$ cat config.mk
export PLATFORM = sky130hd
export DESIGN_NAME = wb_regfile_flat
export DESIGN_NICKNAME = d
export VERILOG_FILES = /design/src/rtl/wb_regfile_if.sv /design/src/rtl/wb_regfile.sv /design/src/flat_wrapper.sv
export SDC_FILE = /design/constraint.sdc
export NUM_CORES = 2
export LEC_CHECK = 0
export BUFFER_PORTS_ARGS = -buffer_cell sky130_fd_sc_hd__buf_2
export CAP_MARGIN = 20
export CORE_AREA = 2 2 452 454
export CTS_CLUSTER_DIAMETER = 80
export DETAILED_ROUTE_END_ITERATION = 8
export DIE_AREA = 0 0 454 456
export PLACE_DENSITY = 0.53
export SKIP_LAST_GASP = 1
export SYNTH_ARGS = -nofsm -noshare
export SYNTH_HDL_FRONTEND = slang
export SYNTH_SLANG_ARGS = --single-unit
export TNS_END_PERCENT = 30
$ cat constraint.sdc
create_clock -name clk -period 77.9 [get_ports clk]
set_input_delay 19.475 -clock clk [delete_from_list [all_inputs] [get_ports clk]]
set_output_delay 19.475 -clock clk [all_outputs]
set_load 0.005 [all_outputs]
$ cat src/rtl/wb_regfile_if.sv
// MEM/WB-to-register-file bus: write-back inputs, ID read ports and debug outputs.
interface wb_regfile_if #(
  parameter int instruction_width = 32,
  parameter int register_addr     = 5
);
  logic                         mem_to_reg_pip3;
  logic                         reg_w_pip3;
  logic [instruction_width-1:0] y_pip2;
  logic [instruction_width-1:0] d_out_pip;
  logic [register_addr-1:0]     wb_addr_pip2;
  logic [register_addr-1:0]     ra_addr;
  logic [register_addr-1:0]     rb_addr;
  logic [instruction_width-1:0] ra_data;
  logic [instruction_width-1:0] rb_data;
  logic [instruction_width-1:0] wb_data;
  logic                         wb_valid;
  logic [31:0]                  wb_count;

  // Pipeline side: presents MEM/WB results and read indices, consumes read data.
  modport master (
    output mem_to_reg_pip3, reg_w_pip3, y_pip2, d_out_pip, wb_addr_pip2,
           ra_addr, rb_addr,
    input  ra_data, rb_data, wb_data, wb_valid, wb_count
  );

  // Register file side.
  modport slave (
    input  mem_to_reg_pip3, reg_w_pip3, y_pip2, d_out_pip, wb_addr_pip2,
           ra_addr, rb_addr,
    output ra_data, rb_data, wb_data, wb_valid, wb_count
  );
endinterface

$ cat src/rtl/wb_regfile.sv
// Write-back stage and 32-entry architectural register file with
// write-through bypass on both ID read ports and a committed-write counter.
module wb_regfile #(
  parameter int instruction_width   = 32,
  parameter int register_addr       = 5,
  parameter int register_file_depth = 2**register_addr
) (
  input logic         clk,
  input logic         rst,
  wb_regfile_if.slave bus
);
  localparam int unsigned DEPTH = register_file_depth;

  logic [instruction_width-1:0] regs_q [DEPTH];
  logic [31:0]                  count_q;
  logic [31:0]                  count_d;
  logic [instruction_width-1:0] wb_data_d;
  logic                         wb_valid_d;
  logic [instruction_width-1:0] ra_data_d;
  logic [instruction_width-1:0] rb_data_d;

  // Write-back mux and commit qualifier; index 0 and reset both suppress the commit.
  always_comb begin
    wb_data_d  = bus.mem_to_reg_pip3 ? bus.d_out_pip : bus.y_pip2;
    wb_valid_d = bus.reg_w_pip3 && (bus.wb_addr_pip2 != '0) && !rst;
  end

  // Read ports: x0 and reset read zero, otherwise bypass the committing value.
  always_comb begin
    ra_data_d = '0;
    rb_data_d = '0;
    if (!rst) begin
      if (bus.ra_addr == '0)
        ra_data_d = '0;
      else if (wb_valid_d && (bus.ra_addr == bus.wb_addr_pip2))
        ra_data_d = wb_data_d;
      else
        ra_data_d = regs_q[bus.ra_addr];

      if (bus.rb_addr == '0)
        rb_data_d = '0;
      else if (wb_valid_d && (bus.rb_addr == bus.wb_addr_pip2))
        rb_data_d = wb_data_d;
      else
        rb_data_d = regs_q[bus.rb_addr];
    end
  end

  // Next committed-write count; wraps naturally at 32 bits.
  always_comb begin
    count_d = count_q;
    if (wb_valid_d)
      count_d = count_q + 32'd1;
  end

  // Register storage; x0 is never written because wb_valid excludes index 0.
  always_ff @(posedge clk or posedge rst) begin
    if (rst) begin
      for (int unsigned i = 0; i < DEPTH; i++)
        regs_q[i] <= '0;
    end else if (wb_valid_d) begin
      regs_q[bus.wb_addr_pip2] <= wb_data_d;
    end
  end

  // Debug counter of committed writes.
  always_ff @(posedge clk or posedge rst) begin
    if (rst)
      count_q <= '0;
    else
      count_q <= count_d;
  end

  // Drive the interface outputs.
  always_comb begin
    bus.wb_data  = wb_data_d;
    bus.wb_valid = wb_valid_d;
    bus.ra_data  = ra_data_d;
    bus.rb_data  = rb_data_d;
    bus.wb_count = count_q;
  end
endmodule

$ cat src/flat_wrapper.sv
// flat-port wrapper written by rule: the top's interface ports become plain ports
module wb_regfile_flat 
#(
  parameter int instruction_width   = 32,
  parameter int register_addr       = 5,
  parameter int register_file_depth = 2**register_addr
)
  (clk, rst, bus_mem_to_reg_pip3, bus_reg_w_pip3, bus_y_pip2, bus_d_out_pip, bus_wb_addr_pip2, bus_ra_addr, bus_rb_addr, bus_ra_data, bus_rb_data, bus_wb_data, bus_wb_valid, bus_wb_count);
  wb_regfile_if #(.instruction_width(instruction_width), .register_addr(register_addr)) bus_i ();
  input logic clk;
  input logic rst;
  input wire logic [$bits(bus_i.mem_to_reg_pip3)-1:0] bus_mem_to_reg_pip3;
  input wire logic [$bits(bus_i.reg_w_pip3)-1:0] bus_reg_w_pip3;
  input wire logic [$bits(bus_i.y_pip2)-1:0] bus_y_pip2;
  input wire logic [$bits(bus_i.d_out_pip)-1:0] bus_d_out_pip;
  input wire logic [$bits(bus_i.wb_addr_pip2)-1:0] bus_wb_addr_pip2;
  input wire logic [$bits(bus_i.ra_addr)-1:0] bus_ra_addr;
  input wire logic [$bits(bus_i.rb_addr)-1:0] bus_rb_addr;
  output wire logic [$bits(bus_i.ra_data)-1:0] bus_ra_data;
  output wire logic [$bits(bus_i.rb_data)-1:0] bus_rb_data;
  output wire logic [$bits(bus_i.wb_data)-1:0] bus_wb_data;
  output wire logic [$bits(bus_i.wb_valid)-1:0] bus_wb_valid;
  output wire logic [$bits(bus_i.wb_count)-1:0] bus_wb_count;
  assign bus_i.mem_to_reg_pip3 = bus_mem_to_reg_pip3;
  assign bus_i.reg_w_pip3 = bus_reg_w_pip3;
  assign bus_i.y_pip2 = bus_y_pip2;
  assign bus_i.d_out_pip = bus_d_out_pip;
  assign bus_i.wb_addr_pip2 = bus_wb_addr_pip2;
  assign bus_i.ra_addr = bus_ra_addr;
  assign bus_i.rb_addr = bus_rb_addr;
  assign bus_ra_data = bus_i.ra_data;
  assign bus_rb_data = bus_i.rb_data;
  assign bus_wb_data = bus_i.wb_data;
  assign bus_wb_valid = bus_i.wb_valid;
  assign bus_wb_count = bus_i.wb_count;
  wb_regfile #(.instruction_width(instruction_width), .register_addr(register_addr), .register_file_depth(register_file_depth)) u_core (.clk(clk), .rst(rst), .bus(bus_i));
endmodule
=== Yosys cells after proc, flatten, opt, wreduce, memory -nomap -nowiden ===
Index checks and enable logic that the tools add are counted.

* Input bits: 83
* Register bits: 1056
* Word-level logic and storage cells: 68
* Output and inout bits: 129

* Bitwise gates (word level): 3
* Equality and inequality tests: 2
* Mux-type cells: 16
* Reductions and logical operators: 9
* $add $sub $neg: 1
* $lt $le $gt $ge: 4

{| class="wikitable"
|+ Operator list
! operator !! count
|-
| $bwmux W1024 || 1
|-
| $mux W32 || 12
|-
| $bmux W32 S5 || 2
|-
| $demux W32 S5 || 1
|-
| $add A32 B1 Y32 const B || 1
|-
| $ge A6 B6 Y1 const B || 3
|-
| $not A5 Y6 || 3
|-
| $eq A5 B5 Y1 || 2
|-
| $logic_not A5 Y1 || 2
|-
| $lt A6 B1 Y1 const B || 1
|-
| $logic_and A1 B1 Y1 || 5
|-
| $reduce_bool A5 Y1 || 1
|-
| $logic_not A1 Y1 || 1
|}

=== Longest topological paths before layout ===
* Depth in word-level cells: 7
* Mapped depth: 9
* Gate-level depth less buffers: 6

=== Worst setup path after synthesis ===
OpenSTA, ideal clock, no wires.

* Kind: input to output
* Start: input rst
* End: output bus_rb_data[21]
* Arrival time: 44381 ps
* Cell stages on the path: 5
* Slack: 14044 ps
* Buffers on the path: 1
* Required time: 58425 ps
* Cell sequence: inv_1 -> o311a_1 -> clkbuf_1 -> a21boi_0 -> a221o_1

* Word-level cells in the longest chain between the ends: 6

{| class="wikitable"
|+ RTL lines
! element !! line !! text
|-
| start, declared || flat_wrapper.sv:11 || <nowiki>input logic rst;</nowiki>
|-
| $logic_not A1 Y1 || wb_regfile.sv:25 || <nowiki>wb_valid_d = bus.reg_w_pip3 && (bus.wb_addr_pip2 != '0) && !rst;</nowiki>
|-
| $logic_and A1 B1 Y1 || wb_regfile.sv:25 ||
|-
| $logic_and A1 B1 Y1 || wb_regfile.sv:42 || <nowiki>else if (wb_valid_d && (bus.rb_addr == bus.wb_addr_pip2))</nowiki>
|-
| $mux W32 || wb_regfile.sv:42 ||
|-
| $mux W32 || wb_regfile.sv:40 || <nowiki>if (bus.rb_addr == '0)</nowiki>
|-
| $mux W32 * || wb_regfile.sv:32 || <nowiki>if (!rst) begin</nowiki>
|-
| end, declared || flat_wrapper.sv:20 || <nowiki>output wire logic [$bits(bus_i.rb_data)-1:0] bus_rb_data;</nowiki>
|}

Every way passes the cells marked *; elsewhere a longest branch is shown, timed or not.

=== Final worst setup path ===
* Start: input bus_ra_addr[0]
* End: output bus_ra_data[7]

* Word-level cells in the longest chain between the ends: 7
* Elaborated cells on any way between the ends: 10
* Classes of those cells: eq/ne: 1; mux: 6; bitwise: 1; reduce/logical: 2

{| class="wikitable"
|+ RTL lines
! element !! line !! text
|-
| start, declared || flat_wrapper.sv:17 || <nowiki>input wire logic [$bits(bus_i.ra_addr)-1:0] bus_ra_addr;</nowiki>
|-
| $not A5 Y6 (implied by the code) || wb_regfile.sv:38 || <nowiki>ra_data_d = regs_q[bus.ra_addr];</nowiki>
|-
| $bmux W32 S5 || wb_regfile.sv:38 ||
|-
| $mux W32 (implied by the code) (2 in series) || wb_regfile.sv:38 ||
|-
| $mux W32 || wb_regfile.sv:35 || <nowiki>else if (wb_valid_d && (bus.ra_addr == bus.wb_addr_pip2))</nowiki>
|-
| $mux W32 * || wb_regfile.sv:33 || <nowiki>if (bus.ra_addr == '0)</nowiki>
|-
| $mux W32 * || wb_regfile.sv:32 ||
|-
| end, declared || flat_wrapper.sv:19 || <nowiki>output wire logic [$bits(bus_i.ra_data)-1:0] bus_ra_data;</nowiki>
|}

Every way passes the cells marked *; elsewhere a longest branch is shown, timed or not. The select of a mux whose other input is x is not followed.

==> metrics.cfg <==
[status]
status=finished, final reports clean

[worst_setup_path]
worst_ep_arrival_time_ns=24.18
cp_cell_sequence=buf_8 -> buf_4 -> buf_4 -> buf_4 -> mux4_2 -> nand2b_1 -> a21o_1 -> a311oi_1 -> o22ai_1 -> buf_2
worstSetupStartpointType=input pin
crit_type=input pin to output pin
path_max_fanout=73
crit_slowest_cell=buf_4
max_stage_delay_ns=0.81
end_kind=output pin
cp_data_required_time_ns=58.42
crit_path_frequent_cell=buf_4

[grt]
grt_pass1_wl_mm=301
grt_pass1_vias=43226
grt_overflow_total=0
antenna_found_initial=5
grt_usage_pct=19.5
grt_max_degree=112

[sta]
fin_tns_setup_ns=0
fin_crit_sh_pct=56.0
setup_viol=0
rsz0062_at_grt=no
max_freq_ghz=0.0229
hold_viol_final=0
hold_ws_ns=0.394
min_period_ns=43.66
finalClockSkew_ns=0.00864
max_slew_margin_pct=25.6
worst_slew_pin_slew_ns=1.12
slew_viol_final=0

[yosys]
synth_nets=5487
synth-compound-area-share_pct=16.7
synth_cell_types=57
yosys.area.top_type_share_pct=47.0
synthCells=5403
yosys-top-cells-area=dfrtp_1 47%, mux4_2 13%, mux2i_1 5.8%
mappedNetlistArea_sq_um=56200
synthSimpleGateAreaFrac_pct=9.79
ys.warnings.count=0
synth_edf_count=0
synthMuxAreaShare_pct=21.2
ys.flop_type=dfrtp_1
seq_area_frac_synth_pct=47.0
synth_xor_area_share_pct=0.639
synth.avg_cell_area_sq_um=10.4
yosysMostFrequentCell=dfrtp_1
yosys-top-cells-count=1056 x dfrtp_1, 632 x nand2_1, 561 x o21ai_0, 540 x nor2_1, 512 x a21oi_1
async_reset_ff_share_pct=100
ys_ff_latch=1056
synth_top_family_by_area=multiplexers
synth_fa_ha_area_share_pct=0.0223
yosysTopAreaCell=dfrtp_1

[job]
max_cap_viol_count=0

[place]
gp_congestion=0.808
dpl.cell_count=7827
portBuffers=211
placed_cell_area_sq_um=59600
hpwl_mm=119

[layout]
fin_area_sq_um=63900
fin_nets=5364
syn_to_final_growth_pct=13.7
drive_gt1_share_pct=19.7
fillers=20474
final_util_pct=31.7
final_cells=8056

[detailed_routing]
wirelength_mm=206
drtAntennaViolNets=0
first_pass_iters=7
wl_per_cell_um=25.5
drc=0
viasPerCell=5.40
vias=43513
drt_iter0_markers=3923

[cts]
ctsResizeCount=0
cts_setup_buffers=0
cts_tree=built
clockBufferDepth=3
cts-htree-levels=3
clk-insertion-delay-late_ns=0.76
root_buffer=clkbuf_16
numCtsBuffers=118
clkSlewWorstSetupHoldPaths_ns=0.06
clock-sinks=1056
cts.hold.buffers_added=0

[floorplanning]
die-height_um=456
start_util_pct=27.9
dieWidth_um=454
ios=212
core_sq_um=202000
rows=165
die_area_sq_um=207000

[pwr]
power_density_nw_per_um2=24.9
total_leakage_power_nw=27.4
ir_drop_v=0.0000178

[min_path]
holdCritPathClass=flip-flop to flip-flop

## area by class of cell
type,instances,area (sq um),share of cell area (%)
antenna,4,10.0,0.0157
clock buffer,176,3500,5.48
clock inverter,44,674,1.05
inverter,44,179,0.280
multi-input combinational,3726,27700,43.3
sequential,1056,26400,41.3
tap,2672,3340,5.23
timing repair buffer,334,2140,3.35
## worst max-delay path, delay by kind of cell
family / cells / cell delay, ns
buf+inv: 5 / 3.11
compound gates: 3 / 0.66
simple gates: 1 / 0.16
mux: 1 / 0.60
## where the power goes
group / leakage, nW / internal (mW) / switching (mW)
Sequential: 13.8 / 0.635 / 0.0654
Combinational: 11.5 / 0.136 / 0.156
Clock: 2.05 / 0.355 / 0.247
Total: 27.4 / 1.13 / 0.469
## per-layer routing
metal | wire length, um | vias up | global-route usage, %
met2 | 100000 | 1453 | 33.1
li1 | - | 19451 | -
met3 | 11300 | 404 | 2.51
met1 | 85400 | 22203 | 25.0
met4 | 8570 | 2 | 8.03
met5 | 13 | - | 0
## path summary, 6_finish.rpt
| path | startpoint | to | slack (ns) | cells past startpoint |
|---|---|---|---|---|
| setup reg to reg | u_core.bus.wb_count[7] | u_core.bus.wb_count[25] | 75.65 | 5 |
| hold / removal | u_core.regs_q[1019] | u_core.regs_q[1019] | 0.39 | 0 |
| max in group asynchronous | rst | u_core.regs_q[375] | 55.81 | 6 |
| setup / recovery | bus_ra_addr[0] | bus_ra_data[7] | 34.24 | 10 |
| hold reg to reg | u_core.regs_q[1019] | u_core.regs_q[1019] | 0.39 | 0 |
| min in group asynchronous | rst | u_core.regs_q[621] | 18.97 | 2 |
## cell families (layout without fill, tap and decap cells)
logic type      count (synthesis)  after routing
compound gates               1571           1571
simple gates                 1343           1343
flops                        1056           1056
mux                           770            770
buf+inv                       621            598
xor+xnor                       41             41
fa+ha+maj                       1              1
other cells                     0              4
## cell usage in the layout, fill, tap and decap left out, types with 37 or more instances in the layout
cell / instances
dfrtp_1: 1056
nand2_1: 626
o21ai_0: 561
nor2_1: 524
a21oi_1: 512
mux4_2: 322
mux2i_1: 292
buf_2: 204
a221oi_1: 128
mux2_2: 124
clkbuf_16: 119
buf_4: 119
o211ai_1: 63
o22ai_1: 62
o221ai_1: 62
inv_1: 38
and3_1: 37
## state kept, by name (all words and copies together), names as in the netlist
signal               count
u_core.regs_q         1024
u_core.bus.wb_count     32
## metrics by stage
stage / worst slack (ns) / total power, mW
after floorplan: 14.04 / 0.908
after global placement: 34.17 / 0.989
after detailed placement: 34.18 / 0.999
after CTS: 34.18 / 1.61
after global routing: 33.92 / 1.67
final: 34.24 / 1.59
Note: power is estimated with default switching activity, not from simulation.
